File: config.mk
export PLATFORM = sky130hd
export DESIGN_NAME = dp_operand_loader
export DESIGN_NICKNAME = d
export VERILOG_FILES = /design/src/rtl/dp_operand_loader.sv
export SDC_FILE = /design/constraint.sdc
export NUM_CORES = 1
export LEC_CHECK = 0
export ABC_AREA = 1
export CORE_ASPECT_RATIO = 0.75
export CORE_MARGIN = 2
export CORE_UTILIZATION = 60
export DETAILED_ROUTE_END_ITERATION = 8
export DONT_BUFFER_PORTS = 1
export PLACE_DENSITY = 0.76
export RECOVER_POWER = 50
export SYNTH_ARGS = -nofsm -noshare
export SYNTH_HDL_FRONTEND = slang
export SYNTH_SLANG_ARGS = --single-unit
File: constraint.sdc
create_clock -name clk -period 3.5 [get_ports clk]
set_input_delay 0.7 -clock clk [delete_from_list [all_inputs] [get_ports clk]]
set_output_delay 0.7 -clock clk [all_outputs]
set_load 0.01 [all_outputs]
File: src/rtl/dp_operand_loader.sv
// dp_operand_loader: packs streamed pixel/weight pairs for the dot-product engine, runs it and returns its result
// Ports: clk; GlobalReset (async, active-low); in_valid/in_ready/in_pixel/in_weight/in_last pair stream;
//        Pixels/Weights packed slot buses (slot k at k*width); dp_clear/dp_value engine interface;
//        res_valid/res_ready/res_value result stream.
// Optional: define LOADER_ZERO_PAD_EN to let in_last end a vector early, zeroing the remaining slots.
module dp_operand_loader #(
    parameter int PIXEL_N     = 10,
    parameter int PIXEL_SIZE  = 10,
    parameter int WEIGHT_SIZE = 19,
    parameter int VAL_SIZE    = 26,
    parameter int CLR_CYCLES  = 2,
    parameter int DP_CYCLES   = 120
) (
    input  logic                           clk,
    input  logic                           GlobalReset,
    input  logic                           in_valid,
    output logic                           in_ready,
    input  logic [PIXEL_SIZE-1:0]          in_pixel,
    input  logic [WEIGHT_SIZE-1:0]         in_weight,
    input  logic                           in_last,
    output logic [PIXEL_N*PIXEL_SIZE-1:0]  Pixels,
    output logic [PIXEL_N*WEIGHT_SIZE-1:0] Weights,
    output logic                           dp_clear,
    input  logic [VAL_SIZE-1:0]            dp_value,
    output logic                           res_valid,
    input  logic                           res_ready,
    output logic [VAL_SIZE-1:0]            res_value
);
    localparam int IW = (PIXEL_N > 1) ? $clog2(PIXEL_N) : 1;
    localparam int CW = $clog2(CLR_CYCLES + DP_CYCLES + 1);
    typedef enum logic [1:0] {FILL = 2'd0, RUN = 2'd1, HOLD = 2'd2} state_t;
    state_t state;
    logic [IW-1:0] idx;
    logic [CW-1:0] cnt;
    logic done;
`ifdef LOADER_ZERO_PAD_EN
    assign done = in_last || idx == IW'(PIXEL_N - 1);
`else
    logic unused_last;
    assign unused_last = in_last;
    assign done = idx == IW'(PIXEL_N - 1);
`endif
    always_ff @(posedge clk or negedge GlobalReset) begin
        if (!GlobalReset) begin
            state     <= FILL;
            idx       <= '0;
            cnt       <= '0;
            Pixels    <= '0;
            Weights   <= '0;
            in_ready  <= 1'b0;
            dp_clear  <= 1'b1;
            res_valid <= 1'b0;
            res_value <= '0;
        end else begin
            case (state)
                FILL: begin
                    // in_ready is low in FILL only on the first edge after reset (or a bad-state recovery)
                    if (!in_ready) begin
                        in_ready <= 1'b1;
                        dp_clear <= 1'b0;
                    end else if (in_valid) begin
                        for (int k = 0; k < PIXEL_N; k++) begin
                            if (k == int'(idx)) begin
                                Pixels[k*PIXEL_SIZE +: PIXEL_SIZE]    <= in_pixel;
                                Weights[k*WEIGHT_SIZE +: WEIGHT_SIZE] <= in_weight;
                            end
`ifdef LOADER_ZERO_PAD_EN
                            else if (in_last && k > int'(idx)) begin
                                Pixels[k*PIXEL_SIZE +: PIXEL_SIZE]    <= '0;
                                Weights[k*WEIGHT_SIZE +: WEIGHT_SIZE] <= '0;
                            end
`endif
                        end
                        if (done) begin
                            in_ready <= 1'b0;
                            dp_clear <= 1'b1;
                            cnt      <= '0;
                            idx      <= '0;
                            state    <= RUN;
                        end else begin
                            idx <= idx + 1'b1;
                        end
                    end
                end
                RUN: begin
                    // one counter spans the clear window and the compute window
                    cnt <= cnt + 1'b1;
                    if (cnt == CW'(CLR_CYCLES - 1))
                        dp_clear <= 1'b0;
                    if (cnt == CW'(CLR_CYCLES + DP_CYCLES - 1)) begin
                        res_value <= dp_value;
                        res_valid <= 1'b1;
                        state     <= HOLD;
                    end
                end
                HOLD: begin
                    if (res_ready) begin
                        res_valid <= 1'b0;
                        in_ready  <= 1'b1;
                        state     <= FILL;
                    end
                end
                default: begin
                    state     <= FILL;
                    idx       <= '0;
                    in_ready  <= 1'b0;
                    dp_clear  <= 1'b1;
                    res_valid <= 1'b0;
                end
            endcase
        end
    end
endmodule
==> out/metrics.yaml, run 1 <==
outcome: "complete, but fails checks"
violations: "hold timing"
cp.arrival_ps: 2930
layout_common_cells: "407 x nand2_1, 331 x dfrtp_1, 218 x o21ai_0"
placementRows: 45
clock_path_buffers: 3
path_max_fanout: 58
critPathTopFamily: "simple AND/OR/NAND/NOR gates"
irDropWorstVdd_v: 0.000498
max-slew-margin-rel: 0.266
wl_per_cell_um: 21.2
critPathBufInv: 2
syn_avg_cell_area_um2: 10.2
worstMarginPinSlew_ps: 1100
period_share: 0.727
coreArea_um2: 20200
reg2reg_setup_slack_ps: 960
clk_latency_ps: 560
path_common_cell: "nand2_2"
cts_tree: "yes"
p_leak_nw: 6.52
cts_sinks: 332
viasPerCell: 5.74
yosysWarnings: 0
synth_seq_cells: 332
whs_ps: -161
die_area_um2: 21800
worstSetupPathType: "reg -> reg"
drt_iter0_markers: 911
syn_nets: 1284
fmax_mhz: 393
worst_setup_path_end_kind: "flip-flop"
cp_slowest_stage_delay_ps: 650
fp.dieH_um: 128
io_buffers: 0
seq_area_frac_synth: 0.671
place_congestion: 0.863
vias: 8477
cts-root-buf: "clkbuf_16"
cts_max_level: 1
drtAntennaViolNets: 0
crit_start: "state[0]$_DFFE_PN0P_"
post_cts_resized: 0
synthDistinctLibCells: 26
antenna_found_initial: 0
start_kind: "flip-flop"
area_growth_pct: 9.39
rsz0062_at_grt: "no"
dr.pass1.iters: 6
finalNetCount: 1259
grt_start_max_net_pins: 333
reg2reg_from: "state[0]$_DFFE_PN0P_"
ios: 379
overflow: 0
clk_pin_slew_ps: 60
final_common_cell: "nand2_1"
path_cells: "inv_1 > ha_1 > nand2_4 > inv_2 > nand2_2 > nor3_4 > nand2_2 > nand2_1 > o21ai_1"
die_w_um: 170
power_density_nw_per_um2: 942
hpwl_mm: 20.9
drc: 0
maxCapViolCount: 0
netlist_instances: 1219
ys_async_sr_fraction: 1.00
cts_buffers: 31
fin_crit_ps: 2540
track_usage: 0.283
skew_ps: 8.37
final_core_util: 0.670
final-setup-viol-count: 0
synth_area_um2: 12400
nFillCells: 1557
cp_slowest_cell: "nand2_2"
cp_data_required_time_ps: 3890
hold_violations: 230
hp-class: "in -> async"
grt_pass1_wl_mm: 47.4
initial_utilization: 0.613
routed_wl_mm: 31.4
cts_setup_buffers: 0
report.final.slew_viol_count: 0
grt_pass1_vias: 8137
fin_tns_setup_ps: 0
synth_edf_count: 0
synth_ff_type: "dfrtp_1"
layout-drive-gt1-share: 0.0722
synthesized netlist by cell type (2+ instances only):
| library cell | n | area (µm²) |
|---|---|---|
| clkbuf_2 | 4 | 20.0 |
| nand2_2 | 6 | 37.5 |
| nor2_1 | 15 | 56.3 |
| o21ai_1 | 83 | 415 |
| inv_2 | 3 | 11.3 |
| buf_2 | 16 | 80.1 |
| clkbuf_1 | 22 | 82.6 |
| inv_1 | 47 | 176 |
| o21ai_0 | 218 | 1090 |
| nand3_1 | 19 | 95.1 |
| ha_1 | 5 | 62.6 |
| or2_2 | 2 | 12.5 |
| o21bai_1 | 2 | 15.0 |
| nand4_1 | 4 | 25.0 |
| nor2_2 | 2 | 12.5 |
| buf_6 | 25 | 282 |
| nand2_1 | 407 | 1530 |
| dfrtp_1 | 331 | 8280 |
registers in the layout, indices dropped and copies added, names as in the netlist:
register and cells:
idx 4, state 2, Pixels 100, Weights 190, in_ready 1, dp_clear 1, res_value 26, res_valid 1
cnt 7
area by class of cell:
class | count | area [µm²] | area share
Sequential cell | 332 | 8310 | 0.614
Multi-Input combinational cell | 770 | 3450 | 0.255
Clock buffer | 41 | 903 | 0.0667
Tap cell | 258 | 323 | 0.0238
Clock inverter | 17 | 303 | 0.0224
Inverter | 50 | 188 | 0.0139
Timing Repair Buffer | 9 | 67.6 | 0.00499
Antenna cell | 1 | 2.50 | 0.000185
routing by layer:
layer / GRT usage / routed length (µm)
met1: 0.367 / 12400
met2: 0.451 / 14600
met3: 0.105 / 3470
met4: 0.0875 / 957
met5: 0 / 0
cells by family (layout without fill, tap and decap cells):
kind of cell / after synthesis / after routing / share of synthesized area
DFF: 332 / 332 / 0.671
buffers and inverters: 117 / 117 / 0.0527
other: 0 / 1 / 0
and+or+nand+nor: 458 / 458 / 0.146
AOI/OAI and AO/OA: 306 / 306 / 0.125
xor gates and xnor gates: 1 / 1 / 0.000708
adders and majority gates: 5 / 5 / 0.00505
worst paths after layout:
path	endpoint	cells past startpoint
max in group asynchronous	Weights[63]$_DFFE_PN0P_	0
worst min-delay path	Weights[25]$_DFFE_PN0P_	0
min in group clk	res_value[18]$_DFFE_PN0P_	2
worst max-delay path	Weights[137]$_DFFE_PN0P_	9
worst min register to register	dp_clear$_DFFE_PN1P_	2
worst max register to register	Weights[137]$_DFFE_PN0P_	9
where the power goes:
| part | internal (mW) | switching, mW |
|---|---|---|
| logic | 0.699 | 1.08 |
| clock network | 2.41 | 1.46 |
| registers | 5.23 | 1.87 |
through the flow:
stage	hold slack, ps	instances	setup slack (ps)	instance area (µm²)	power [mW]
4_1_cts	-177	1477	958	13500	12.8
3_5_place_dp	411	1419	985	12300	8.92
6_report	-161	1478	956	13500	12.8
5_1_grt	-182	1477	719	13500	13.5
3_3_place_gp	412	1419	1080	12300	8.74
2_1_floorplan	404	1219	1810	12400	8.13
Power figures use the tool's default switching activity.
==> run 2, diff against run 1 <==
==> constraint.sdc (replaced) <==
create_clock -name clk -period 2.55 [get_ports clk]
set_input_delay 0.51 -clock clk [delete_from_list [all_inputs] [get_ports clk]]
set_output_delay 0.51 -clock clk [all_outputs]
set_load 0.01 [all_outputs]
==> out/metrics.yaml, run 2 (synthesis results as in run 1) <==
outcome: "complete, but fails checks"  # unchanged
violations: "hold timing"  # unchanged
finalNetCount: 1267  # was 1259
path_max_fanout: 40  # was 58
fin_tns_setup_ps: 0  # unchanged
irDropWorstVdd_v: 0.000576  # was 0.000498 V
largest_reg_flops: 190  # unchanged
reg2reg_depth: 10  # was 9
critPathTopFamily: "buffers and inverters"  # was simple AND/OR/NAND/NOR gates
fin_crit_ps: 1990  # was 2540 ps
cp.arrival_ps: 2390  # was 2930 ps
drtAntennaViolNets: 0  # unchanged
cp_slowest_stage_delay_ps: 400  # was 650 ps
worstMarginPinSlew_ps: 652  # was 1100 ps
grt_start_max_net_pins: 333  # unchanged
final_common_cell: "nand2_1"  # unchanged
clk_pin_slew_ps: 60  # about the same
start_kind: "flip-flop"  # unchanged
cts_max_level: 1  # unchanged
cts_sinks: 332  # unchanged
viasPerCell: 5.70  # was 5.74
final-setup-viol-count: 0  # unchanged
maxCapViolCount: 0  # unchanged
track_usage: 0.275  # was 0.283
reg2reg_from: "state[0]$_DFFE_PN0P_"  # unchanged
hpwl_mm: 20.7  # was 20.9 mm
timing.final.ws_setup_ps: 562  # was 956 ps
worst_setup_path_end_kind: "flip-flop"  # unchanged
wl_per_cell_um: 20.7  # was 21.2 µm
regArea_um2: 8310  # unchanged
clk_latency_ps: 540  # was 560 ps
rsz0062_at_grt: "no"  # unchanged
area_growth_pct: 8.31  # was 9.39%
placed_area_um2: 12400  # was 12300 µm²
io_buffers: 0  # unchanged
worstSetupPathType: "reg -> reg"  # unchanged
path_cells: "inv_1 > ha_1 > nand2_4 > inv_2 > nand2_2 > inv_2 > nand3_2 > buf_12 > nand2_1 > o21ai_0"  # was inv_1 > ha_1 > nand2_4 > inv_2 > nand2_2 > nor3_4 > nand2_2 > nand2_1 > o21ai_1
routed_wl_mm: 30.7  # was 31.4 mm
antenna_found_initial: 0  # unchanged
coreArea_um2: 20200  # unchanged
fp.dieH_um: 128  # unchanged
clock_path_buffers: 3  # unchanged
final_area_um2: 13400  # was 13500 µm²
ios: 379  # unchanged
max-slew-margin-rel: 0.565  # was 0.266
layout_common_cells: "407 x nand2_1, 331 x dfrtp_1, 218 x o21ai_0"  # unchanged
overflow: 0  # unchanged
skew_ps: 14.4  # was 8.37 ps
cts_setup_buffers: 0  # unchanged
vias: 8447  # was 8477
hp-class: "in -> async"  # unchanged
grt_pass1_vias: 8074  # was 8137
place_congestion: 0.854  # was 0.863
antennaDiodeCount: 0  # was 1
power_density_nw_per_um2: 1240  # was 942 nW/µm²
fmax_mhz: 503  # was 393 MHz
critical_path_depth: 10  # was 9
regMostFlops: "Weights"  # unchanged
post-place-ws_ps: 583  # was 985 ps
reg_top3: "Weights: 190 flops, Pixels: 100 flops, res_value: 26 flops"  # unchanged
die_w_um: 170  # unchanged
dr.pass1.iters: 7  # was 6
critPathBufInv: 4  # was 2
multi_input_area_um2: 3450  # about the same
crit_start: "state[0]$_DFFE_PN0P_"  # unchanged
placementRows: 45  # unchanged
report.final.slew_viol_count: 0  # unchanged
whs_ps: -338  # was -161 ps
drt_iter0_markers: 795  # was 911
hold_violations: 331  # was 230
period_share: 0.779  # was 0.727
cts-root-buf: "clkbuf_16"  # unchanged
post_cts_resized: 0  # unchanged
reg2reg_setup_slack_ps: 560  # was 960 ps
p_leak_nw: 6.46  # was 6.52 nW
cts_tree: "yes"  # unchanged
grt_pass1_wl_mm: 46.3  # was 47.4 mm
die_area_um2: 21800  # unchanged
cts_buffers: 31  # unchanged
drc: 0  # unchanged
layout-drive-gt1-share: 0.0743  # was 0.0722
cp_slowest_cell: "dfrtp_1"  # was nand2_2
critPathCapture: "Pixels[31]$_DFFE_PN0P_"  # was Weights[137]$_DFFE_PN0P_
power_mw: 16.6  # was 12.8 mW
path_common_cell: "inv_2"  # was nand2_2
rr_endpoint: "Pixels[31]$_DFFE_PN0P_"  # was Weights[137]$_DFFE_PN0P_
initial_utilization: 0.613  # unchanged
nFillCells: 1584  # was 1557
cp_data_required_time_ps: 2950  # was 3890 ps
-- run 2: cell types whose count changed in the layout (fill, tap and decap cells not counted), moves of 2 or more --
cell / delta
clkbuf_8: -3
buf_4: +6
buf_12: +2
clkinv_2: +4
clkbuf_1: +4
bufinv_16: -7
-- run 2: area by class of cell --
cell class                      instances  share of cell area
Tap cell                              258              0.0241
Clock inverter                         14             0.00821
Multi-Input combinational cell        770               0.257
Inverter                               50              0.0140
Clock buffer                           42              0.0654
Timing Repair Buffer                   17              0.0114
Sequential cell                       332               0.620
-- run 2: worst min-delay path by stage --
stage,slack [ps],depth (start not counted),end
finish,-340,0,Weights[13]$_DFFE_PN0P_
global route,-360,0,Weights[157]$_DFFE_PN0P_
CTS,-350,0,Weights[6]$_DFFE_PN0P_
detailed placement,220,0,Weights[6]$_DFFE_PN0P_
global placement,220,0,Weights[6]$_DFFE_PN0P_
floorplan,210,0,Pixels[0]$_DFFE_PN0P_
-- run 2: stage by stage --
stage,util,hold WS (ps),cells
2_1_floorplan,-,214,1219
6_report,0.663,-338,1483
3_5_place_dp,0.615,221,1427
4_1_cts,0.663,-353,1483
3_3_place_gp,0.615,222,1427
5_1_grt,0.663,-360,1483
-- run 2: report_power, final --
part	leakage, nW	total [mW]	internal, mW	switching, mW
Clock	0.486	4.44	2.51	1.92
Combinational	1.74	2.46	0.992	1.47
Sequential	4.23	9.74	7.18	2.56
Total	6.46	16.6	10.7	5.95
-- run 2: metal layers --
metal / vias to the layer above / global-route usage / share of wire
li1: 3906 / - / -
met1: 4080 / 0.355 / 0.39
met2: 390 / 0.440 / 0.46
met3: 71 / 0.0984 / 0.11
met4: 0 / 0.0975 / 0.037
met5: - / 0 / 0
